$ cat src/rtl/wb_queue_if.sv
// Bundle of the memory-stage input handshake, register-file write port,
// forwarding view and retire counter used by the write-back queue.
interface wb_queue_if #(
    parameter int XLEN  = 32,
    parameter int CNT_W = 64
);
    localparam int LANE_W = $clog2(XLEN / 8);

    // Memory stage -> write-back
    logic              in_valid;
    logic              in_ready;
    logic [6:0]        opcode;
    logic [2:0]        funct3;
    logic [4:0]        rd_i;
    logic [XLEN-1:0]   alu_out;
    logic [XLEN-1:0]   load_raw;
    logic [LANE_W-1:0] addr_lo;

    // Write-back -> register file
    logic              wr_ready;
    logic              wr_en;
    logic [4:0]        rd_o;
    logic [XLEN-1:0]   rd_data;

    // Bypass view of the queue head and retire count
    logic              fwd_valid;
    logic [4:0]        fwd_rd;
    logic [XLEN-1:0]   fwd_data;
    logic [CNT_W-1:0]  retire_cnt;

    // View of the write-back queue itself
    modport slave (
        input  in_valid, opcode, funct3, rd_i, alu_out, load_raw, addr_lo, wr_ready,
        output in_ready, wr_en, rd_o, rd_data, fwd_valid, fwd_rd, fwd_data, retire_cnt
    );

    // View of whoever drives the queue (memory stage / register file side)
    modport master (
        output in_valid, opcode, funct3, rd_i, alu_out, load_raw, addr_lo, wr_ready,
        input  in_ready, wr_en, rd_o, rd_data, fwd_valid, fwd_rd, fwd_data, retire_cnt
    );
endinterface

$ cat src/rtl/wb_queue.sv
// Registered write-back stage: resolves load extraction and the register
// write-enable at enqueue, buffers {we, rd, data} in a DEPTH-entry FIFO,
// drains the head into the register-file port and counts retirements.
module wb_queue #(
    parameter int XLEN  = 32,
    parameter int DEPTH = 2,
    parameter int CNT_W = 64
) (
    input  logic        clk,
    input  logic        rst,
    wb_queue_if.slave   bus
);
    localparam int PTR_W  = $clog2(DEPTH);
    localparam int OCC_W  = PTR_W + 1;
    localparam int LANE_W = $clog2(XLEN / 8);

    localparam logic [6:0] OP_R     = 7'b0110011;
    localparam logic [6:0] OP_IMM   = 7'b0010011;
    localparam logic [6:0] OP_LOAD  = 7'b0000011;
    localparam logic [6:0] OP_LUI   = 7'b0110111;
    localparam logic [6:0] OP_AUIPC = 7'b0010111;
    localparam logic [6:0] OP_JAL   = 7'b1101111;
    localparam logic [6:0] OP_JALR  = 7'b1100111;

    // Only result-producing opcodes write, and never to x0.
    function automatic logic writes_rd(input logic [6:0] op, input logic [4:0] rd);
        logic producer;
        case (op)
            OP_R, OP_IMM, OP_LOAD, OP_LUI, OP_AUIPC, OP_JAL, OP_JALR: producer = 1'b1;
            default:                                                 producer = 1'b0;
        endcase
        return producer && (rd != 5'd0);
    endfunction

    // Lane selection ignores address bits below the access size; the size
    // casts of signed values perform the sign extension.
    function automatic logic [XLEN-1:0] load_extract(input logic [2:0]        f3,
                                                     input logic [XLEN-1:0]   raw,
                                                     input logic [LANE_W-1:0] lane);
        logic [7:0]      b;
        logic [15:0]     h;
        logic [31:0]     w;
        logic [XLEN-1:0] r;
        b = raw[8 * int'(lane) +: 8];
        h = raw[16 * (int'(lane) / 2) +: 16];
        w = raw[32 * (int'(lane) / 4) +: 32];
        r = '0;
        case (f3)
            3'b000: r = XLEN'($signed(b));
            3'b001: r = XLEN'($signed(h));
            3'b010: r = XLEN'($signed(w));
            3'b100: r = XLEN'(b);
            3'b101: r = XLEN'(h);
            3'b110: if (XLEN == 64) r = XLEN'(w);
            3'b011: if (XLEN == 64) r = raw;
            default: r = '0;
        endcase
        return r;
    endfunction

    logic             we_q   [DEPTH];
    logic [4:0]       rd_q   [DEPTH];
    logic [XLEN-1:0]  data_q [DEPTH];

    logic [PTR_W-1:0] wr_ptr_q, wr_ptr_d;
    logic [PTR_W-1:0] rd_ptr_q, rd_ptr_d;
    logic [OCC_W-1:0] count_q,  count_d;
    logic [CNT_W-1:0] retire_q, retire_d;

    logic             in_ready;
    logic             push;
    logic             pop;
    logic             head_valid;
    logic             head_wr;
    logic             entry_we;
    logic [XLEN-1:0]  entry_data;

    // Enqueue resolution, drain decision and next-state for pointers/counters.
    always_comb begin
        in_ready   = (count_q < OCC_W'(DEPTH));
        push       = bus.in_valid && in_ready;
        head_valid = (count_q != '0);
        head_wr    = head_valid && we_q[rd_ptr_q];
        // Non-writing heads retire without waiting for the register file.
        pop        = head_valid && (!we_q[rd_ptr_q] || bus.wr_ready);

        entry_we   = writes_rd(bus.opcode, bus.rd_i);
        entry_data = (bus.opcode == OP_LOAD) ?
                     load_extract(bus.funct3, bus.load_raw, bus.addr_lo) : bus.alu_out;

        wr_ptr_d = push ? wr_ptr_q + PTR_W'(1) : wr_ptr_q;
        rd_ptr_d = pop  ? rd_ptr_q + PTR_W'(1) : rd_ptr_q;
        count_d  = count_q;
        case ({push, pop})
            2'b10:   count_d = count_q + OCC_W'(1);
            2'b01:   count_d = count_q - OCC_W'(1);
            default: count_d = count_q;
        endcase
        retire_d = retire_q + CNT_W'(pop);
    end

    // Pointer, occupancy and retire-counter registers.
    always_ff @(posedge clk or posedge rst) begin
        if (rst) begin
            wr_ptr_q <= '0;
            rd_ptr_q <= '0;
            count_q  <= '0;
            retire_q <= '0;
        end else begin
            wr_ptr_q <= wr_ptr_d;
            rd_ptr_q <= rd_ptr_d;
            count_q  <= count_d;
            retire_q <= retire_d;
        end
    end

    // FIFO storage; reset clears every entry so nothing stale can be forwarded.
    always_ff @(posedge clk or posedge rst) begin
        if (rst) begin
            for (int i = 0; i < DEPTH; i++) begin
                we_q[i]   <= 1'b0;
                rd_q[i]   <= '0;
                data_q[i] <= '0;
            end
        end else if (push) begin
            we_q[wr_ptr_q]   <= entry_we;
            rd_q[wr_ptr_q]   <= bus.rd_i;
            data_q[wr_ptr_q] <= entry_data;
        end
    end

    assign bus.in_ready   = in_ready;
    assign bus.wr_en      = head_wr;
    assign bus.rd_o       = head_wr ? rd_q[rd_ptr_q]   : '0;
    assign bus.rd_data    = head_wr ? data_q[rd_ptr_q] : '0;
    assign bus.fwd_valid  = head_wr;
    assign bus.fwd_rd     = head_wr ? rd_q[rd_ptr_q]   : '0;
    assign bus.fwd_data   = head_wr ? data_q[rd_ptr_q] : '0;
    assign bus.retire_cnt = retire_q;
endmodule

$ cat src/flat_wrapper.sv
// flat-port wrapper written by rule: the top's interface ports become plain ports
module wb_queue_flat 
#(
    parameter int XLEN  = 32,
    parameter int DEPTH = 2,
    parameter int CNT_W = 64
)
  (clk, rst, bus_in_valid, bus_opcode, bus_funct3, bus_rd_i, bus_alu_out, bus_load_raw, bus_addr_lo, bus_wr_ready, bus_in_ready, bus_wr_en, bus_rd_o, bus_rd_data, bus_fwd_valid, bus_fwd_rd, bus_fwd_data, bus_retire_cnt);
  wb_queue_if #(.XLEN(XLEN), .CNT_W(CNT_W)) bus_i ();
  input  logic clk;
  input  logic rst;
  input wire logic [$bits(bus_i.in_valid)-1:0] bus_in_valid;
  input wire logic [$bits(bus_i.opcode)-1:0] bus_opcode;
  input wire logic [$bits(bus_i.funct3)-1:0] bus_funct3;
  input wire logic [$bits(bus_i.rd_i)-1:0] bus_rd_i;
  input wire logic [$bits(bus_i.alu_out)-1:0] bus_alu_out;
  input wire logic [$bits(bus_i.load_raw)-1:0] bus_load_raw;
  input wire logic [$bits(bus_i.addr_lo)-1:0] bus_addr_lo;
  input wire logic [$bits(bus_i.wr_ready)-1:0] bus_wr_ready;
  output wire logic [$bits(bus_i.in_ready)-1:0] bus_in_ready;
  output wire logic [$bits(bus_i.wr_en)-1:0] bus_wr_en;
  output wire logic [$bits(bus_i.rd_o)-1:0] bus_rd_o;
  output wire logic [$bits(bus_i.rd_data)-1:0] bus_rd_data;
  output wire logic [$bits(bus_i.fwd_valid)-1:0] bus_fwd_valid;
  output wire logic [$bits(bus_i.fwd_rd)-1:0] bus_fwd_rd;
  output wire logic [$bits(bus_i.fwd_data)-1:0] bus_fwd_data;
  output wire logic [$bits(bus_i.retire_cnt)-1:0] bus_retire_cnt;
  assign bus_i.in_valid = bus_in_valid;
  assign bus_i.opcode = bus_opcode;
  assign bus_i.funct3 = bus_funct3;
  assign bus_i.rd_i = bus_rd_i;
  assign bus_i.alu_out = bus_alu_out;
  assign bus_i.load_raw = bus_load_raw;
  assign bus_i.addr_lo = bus_addr_lo;
  assign bus_i.wr_ready = bus_wr_ready;
  assign bus_in_ready = bus_i.in_ready;
  assign bus_wr_en = bus_i.wr_en;
  assign bus_rd_o = bus_i.rd_o;
  assign bus_rd_data = bus_i.rd_data;
  assign bus_fwd_valid = bus_i.fwd_valid;
  assign bus_fwd_rd = bus_i.fwd_rd;
  assign bus_fwd_data = bus_i.fwd_data;
  assign bus_retire_cnt = bus_i.retire_cnt;
  wb_queue #(.XLEN(XLEN), .DEPTH(DEPTH), .CNT_W(CNT_W)) u_core (.clk(clk), .rst(rst), .bus(bus_i));
endmodule
$ cat config.mk
export PLATFORM = sky130hd
export DESIGN_NAME = wb_queue_flat
export DESIGN_NICKNAME = d
export VERILOG_FILES = /design/src/rtl/wb_queue_if.sv /design/src/rtl/wb_queue.sv /design/src/flat_wrapper.sv
export SDC_FILE = /design/constraint.sdc
export NUM_CORES = 1
export LEC_CHECK = 0
export ABC_CLOCK_PERIOD_IN_PS = 4550
export BUFFER_PORTS_ARGS = -buffer_cell sky130_fd_sc_hd__clkbuf_2
export CAP_MARGIN = 20
export CORE_AREA = 2 2 131 133
export DETAILED_ROUTE_END_ITERATION = 8
export DIE_AREA = 0 0 133 135
export PLACE_DENSITY = 0.78
export REMOVE_ABC_BUFFERS = 1
export SYNTH_ARGS = -nofsm -noshare
export SYNTH_HDL_FRONTEND = slang
export SYNTH_SLANG_ARGS = --single-unit
$ cat constraint.sdc
create_clock -name clk -period 4.55 [get_ports clk]
set_clock_uncertainty 0.05 [all_clocks]
set_input_delay 0.455 -clock clk [delete_from_list [all_inputs] [get_ports clk]]
set_output_delay 0.455 -clock clk [all_outputs]
set_load 0.1 [all_outputs]
; ---- Word level (Yosys, flattened, before mapping)
; Cells that the tools add are included.
[totals]
romBits = 0
output_inout_bits = 141
latchBits = 0
in_bits = 85
n_memories = 0
ram_bits = 0
word_cells = 72
ff_bits = 144
[classes]
n_shift = 2
n_lt_le_gt_ge = 4
multipliers = 0
n_div = 0
reduce_logical = 12
n_addsub = 5
bitwise = 2
n_eq_ne = 13
n_mux = 24
[op_table]
columns = op, n
row1 = 32-bit two-way mux, 6
row2 = 32-bit case mux with 5 select lines, 1
row3 = 64-bit by 1-bit adder with 64-bit output, 1
row4 = 64-bit bitwise mux, 1
row5 = 32-bit demux with 1-bit select, 1
row6 = 32-bit by 6-bit variable part select with 16-bit output, 1
row7 = 32-bit by 6-bit variable part select with 8-bit output, 1
row8 = 5-bit two-way mux, 5
row9 = 7-bit by 5-bit == test with 1-bit output (second input constant), 2
row10 = 7-bit by 6-bit == test with 1-bit output (second input constant), 2
row11 = 7-bit == test (second input constant), 2
row12 = 10-bit bitwise mux, 1
row13 = 7-bit by 2-bit == test with 1-bit output (second input constant), 1
row14 = 7-bit OR reduction, 1
row15 = 3-bit == test (second input constant), 2
row16 = 5-bit demux with 1-bit select, 1
row17 = 1-bit logical AND, 5
row18 = 1-bit two-way mux, 5
row19 = 5-bit nonzero test, 1
row20 = 2-bit greater-or-equal comparator (second input constant), 2
row21 = 1-bit NOT with 2-bit output, 2
row22 = 2-bit case mux with 2 select lines, 1
row23 = 2-bit nonzero test, 2
row24 = 3-bit by 1-bit == test with 1-bit output (second input constant), 1
row25 = other kinds (13), 14

; ---- Depth between registers and ports, before layout
[depth]
word_depth = 9
mapped_depth = 11
mapped_depth_nobuf = 9

; ---- Worst setup path after synthesis
; No wires, ideal clock.
[synth_path]
path_type = register to output
startpoint = register u_core.rd_ptr_q
endpoint = output bus_rd_data[16]
arrival_time_ns = 2.942
path_stages_with_launch = 8
required_time_ns = 4.045
setup_slack_ns = 1.103
path_buffers = 4
cell_sequence = dfrtp_1 -> clkbuf_1 -> mux2i_1 -> o21bai_1 -> clkbuf_1 -> clkbuf_1 -> nor2_1 -> buf_4
[synth_via]
elab_chain_len = 6
elab_cells_between_ends = 9
cone_classes = mux: 7 / bitwise: 1 / reduce/logical: 1
[synth_rtl]
columns = element, line
row1 = "start, declared", wb_queue.sv:66  ; logic [PTR_W-1:0] rd_ptr_q, rd_ptr_d;
row2 = "start signal, assigned", wb_queue.sv:111  ; rd_ptr_q <= rd_ptr_d;
row3 = 1-bit NOT with 2-bit output (*), n/a
row4 = 1-bit two-way mux (not written as such) (3 in a row), wb_queue.sv:83  ; head_wr = head_valid && we_q[rd_ptr_q];
row5 = 1-bit logical AND, wb_queue.sv:83
row6 = 32-bit two-way mux (*), n/a
row7 = "end, declared", flat_wrapper.sv:23  ; output wire logic [$bits(bus_i.rd_data)-1:0] bus_rd_data;
; Mark *: on every way between the ends. The rest lies on a longest branch, timed or not. The select of a mux whose other input is x is not followed.

; ---- Worst setup path in the final report
[layout_path]
startpoint = register u_core.rd_ptr_q
endpoint = register u_core.retire_q[54] (netlist: u_core.bus.retire_cnt[54])
[layout_via]
elab_chain_len = 8
[layout_rtl]
columns = element, line
row1 = 1-bit NOT with 2-bit output (not written as such), wb_queue.sv:85  ; pop = head_valid && (!we_q[rd_ptr_q] || bus.wr_ready);
row2 = 1-bit two-way mux (not written as such) (3 in a row), wb_queue.sv:85
row3 = 1-bit zero test, wb_queue.sv:85
row4 = 1-bit logical OR, wb_queue.sv:85
row5 = 1-bit logical AND, wb_queue.sv:85
row6 = named net u_core.pop, wb_queue.sv:72  ; logic pop;
row7 = 64-bit by 1-bit adder with 64-bit output, wb_queue.sv:99  ; retire_d = retire_q + CNT_W'(pop);
row8 = named net u_core.retire_d[54], wb_queue.sv:68  ; logic [CNT_W-1:0] retire_q, retire_d;
row9 = "end signal, assigned", wb_queue.sv:113  ; retire_q <= retire_d;
row10 = "end, declared", wb_queue.sv:68
; The timed path passes the listed nets, and every way through them passes these cells. The select of a mux whose other input is x is not followed.
; A chain may end at the register's enable or synchronous reset.

==> metrics.md <==
| Metric | Value |
|---|---|
| GRT Total Usage | `0.2233` |
| Die Span X | `roughly 130 um` |
| Seq/Total Area, Yosys | `0.4747` |
| Sink Count | `approximately 140` |
| Leak Pwr | `between 4 and 5 nW` |
| # rows | `47` |
| Most common cell after layout, fill and taps aside | `clkbuf_2` |
| Worst path max stage delay | `between 400 and 500 ps` |
| Area Overhead vs Synth | `21.28%` |
| Die ar. | `between 15000 and 20000 um^2` |
| Synth Warn # | `0` |
| # nets final | `1040` |
| Drt via density | `~5.3` |
| Core box area | `between 15000 and 20000 um^2` |
| Number of diodes | `0` |
| Worst setup EP type | `flop` |
| Initial antenna violation count | `0` |
| Placer Congestion | `approximately 0.90` |
| Post-synth EDFFs | `0` |
| Cell depth of the worst flop-to-flop path | `9` |
| Clock buffer depth | `2` |
| Post-synth cell types | `53` |
| Reg2reg end | `u_core.bus.retire_cnt[54]$_DFF_PP0_` |
| Syn_area_per_cell | `9.732 um^2` |
| Per-cell routed wire length | `approximately 16 um` |
| Min-delay worst type | `input port to asynchronous set/reset pin` |
| Seq. cell area | `roughly 3600 um^2` |
| WP data required | `approximately 4800 ps` |
| Post-Syn Instances | `780` |
| First DRT Iteration DRCs | `roughly 360` |
| Post-synthesis async set-or-reset flop share | `1.000` |
| Status | `completed` |
| CP Class | `flop to flop` |
| Achievable clock frequency | `342.6 MHz` |
| Area of the multi-input gates | `3485 um^2` |
| Post-CTS Setup Bufs | `0` |
| Post-Syn Area | `between 7000 and 8000 um^2` |
| Maximum fanout along the worst path | `11` |
| Starting density of the core | `0.4627` |
| Final setup TNS | `0 ps` |
| Root Driver | `clkbuf_16` |
| Clock Latency Late Sink | `slightly above 400 ps` |
| First-pass GRT wire length | `31600 um` |
| Worst path most repeated cell | `ha_1` |
| Reported max-cap violation count | `0` |
| Antenna Nets Post-Route | `0` |
| Crit Reg-Reg Startpoint | `u_core.rd_ptr_q$_DFFE_PP0P_` |
| Clock-pin transition on the worst setup and hold timing paths | `~60 ps` |
| H-tree levels | `4` |
| DRC errors left | `0` |
| Slew HR | `0.3469` |
| Worst Setup Start Kind | `flop` |
| Ports | `between 200 and 250` |
| Dpl cells | `1152` |
| Hold slack | `around 38 ps` |
| Min Tclk post-route | `around 3000 ps` |
| CTS buffer count | `17` |
| Total grt overflow | `0` |
| Worst setup margin | `approximately 1600 ps` |
| Vias in the first global route | `a little over 6000` |
| Drt first pass iters | `5` |
| Fin crit share | `0.6416` |
| Final non-filler cell total | `~1200` |
| Die height | `~140 um` |
| P per Cell Area | `slightly below 600 nW/um^2` |
| WP data arrival | `roughly 3200 ps` |
| Worst Tran Pin Value | `between 900 and 1000 ps` |
| Maximum VDD drop | `0.3108 mV` |
| Largest net degree at the start of global routing | `about 120` |
| Worst path cell trace | `mux2i_1 > o22a_1 > ha_1 > ha_1 > and4_1 > nor3b_4 > and3_1 > nand4_1 > xnor2_1` |
| R2R Setup Slk | `1630 ps` |
| DPL Wire Length | `roughly 14000 um` |
| Most frequent cells in the layout | `225 x clkbuf_2, 143 x dfrtp_1, 111 x nand2_1` |
| Hold buffers post-CTS | `0` |
| Endpoints failing setup | `0` |
| Pre-CTS setup slack | `~1700 ps` |
| Buffers on Ports | `225` |
| Vias | `6275` |
| Total wire length | `19340 um` |
| Layout cells sized above 1 | `0.3026` |
| RSZ-0062 raised after global routing | `false` |
| Seq cells post-synth | `approximately 140` |
| Post-synth top flop | `dfrtp_1` |
| Final hold vios | `0` |
| CTS tree | `done` |
| Gates resized, CTS repair | `0` |
| Worst path slowest cell | `and3_1` |
| Max Slew Vio Count | `0` |
| FILL cells | `roughly 1500` |
==> through the flow <==
step	instance area (um^2)	total power, mW	utilization
6_report	9206	5.324	0.5611
5_1_grt	9206	5.636	0.5611
4_1_cts	9179	5.377	0.5594
3_5_place_dp	8586	3.978	0.5233
3_3_place_gp	8586	3.936	0.5233
2_1_floorplan	7112	3.533	-
==> final cells by class <==
type                            instances  area share
Clock buffer                           21     0.05001
Clock inverter                         11     0.01441
Inverter                               10    0.004621
Multi-Input combinational cell        546      0.3785
Sequential cell                       144      0.3915
Tap cell                              220     0.02990
Timing Repair Buffer                  233      0.1310
==> Yosys cell counts (all sizes together), types with 4 or more instances <==
| cell type | n | share of area |
|---|---|---|
| dfrtp | 144 | 0.47 |
| nand2 | 111 | 0.055 |
| nor2 | 90 | 0.045 |
| buf | 53 | 0.050 |
| o21ai | 46 | 0.030 |
| xnor2 | 41 | 0.047 |
| mux2i | 39 | 0.051 |
| a31oi | 30 | 0.025 |
| clkbuf | 27 | 0.014 |
| xor2 | 25 | 0.029 |
| nand3 | 22 | 0.015 |
| nand4 | 17 | 0.022 |
| a2bb2oi | 15 | 0.017 |
| a21oi | 14 | 0.0092 |
| nor3 | 12 | 0.0094 |
| and3 | 10 | 0.0084 |
| inv | 10 | 0.0049 |
| nand2b | 9 | 0.0074 |
| mux2 | 8 | 0.012 |
| a222oi | 7 | 0.0092 |
| a32o | 7 | 0.0092 |
| and4 | 7 | 0.0081 |
| nor4 | 5 | 0.011 |
| nor3b | 4 | 0.0061 |
==> critical path: cells and delay by family, from the launching register on <==
family / cells / cell delay (ps)
AND/OR/NAND/NOR: 4 / 1330
flip-flops: 1 / 410
adder cells (fa/ha/maj): 2 / 400
AO/OA/AOI/OAI: 1 / 230
multiplexers: 1 / 210
XOR/XNOR: 1 / 160
==> state kept, by name (all words and copies together) (netlist names) <==
signal / count
u_core.we_q: 2
u_core.rd_q: 10
u_core.bus.retire_cnt: 64
u_core.count_q: 2
u_core.data_q: 64
u_core.wr_ptr_q: 1
u_core.rd_ptr_q: 1
==> worst max-delay path by stage <==
stage                                                endpoint  slack [ps]  cells past startpoint                     startpoint
after floorplan                               bus_fwd_data[0]        -980                      3    u_core.rd_ptr_q$_DFFE_PP0P_
after global placement    u_core.bus.retire_cnt[56]$_DFF_PP0_        1750                      9    u_core.rd_ptr_q$_DFFE_PP0P_
after detailed placement  u_core.bus.retire_cnt[54]$_DFF_PP0_        1660                      9    u_core.rd_ptr_q$_DFFE_PP0P_
after CTS                                       bus_fwd_rd[2]        1610                      3  u_core.count_q[0]$_DFFE_PP0P_
after global routing      u_core.bus.retire_cnt[54]$_DFF_PP0_        1390                      9    u_core.rd_ptr_q$_DFFE_PP0P_
final                     u_core.bus.retire_cnt[54]$_DFF_PP0_        1630                      9    u_core.rd_ptr_q$_DFFE_PP0P_
==> report_power, final <==
part | internal, mW | switching (mW)
sequential | 1.65 | 0.220
combinational | 0.550 | 1.52
clock | 0.841 | 0.546
total | 3.04 | 2.28
==> metal layers <==
metal | GRT usage | share of wire | vias to the layer above
met5 | 0 | 0 | -
met4 | 0.08244 | 0.018 | 0
met3 | 0.03979 | 0.054 | 21
met2 | 0.3846 | 0.49 | 232
met1 | 0.2828 | 0.44 | 2988
li1 | - | - | 3034
==> logic make-up after synthesis <==
logic type               after synthesis  share of synthesized area
AND/OR/NAND/NOR                      297                     0.1961
AO/OA/AOI/OAI                        133                     0.1167
adder cells (fa/ha/maj)                3                   0.004945
XOR/XNOR                              66                    0.07615
multiplexers                          47                    0.06329
buffers and inverters                 90                    0.06807
flip-flops                           144                     0.4747
(Power assumes the default switching activity.)
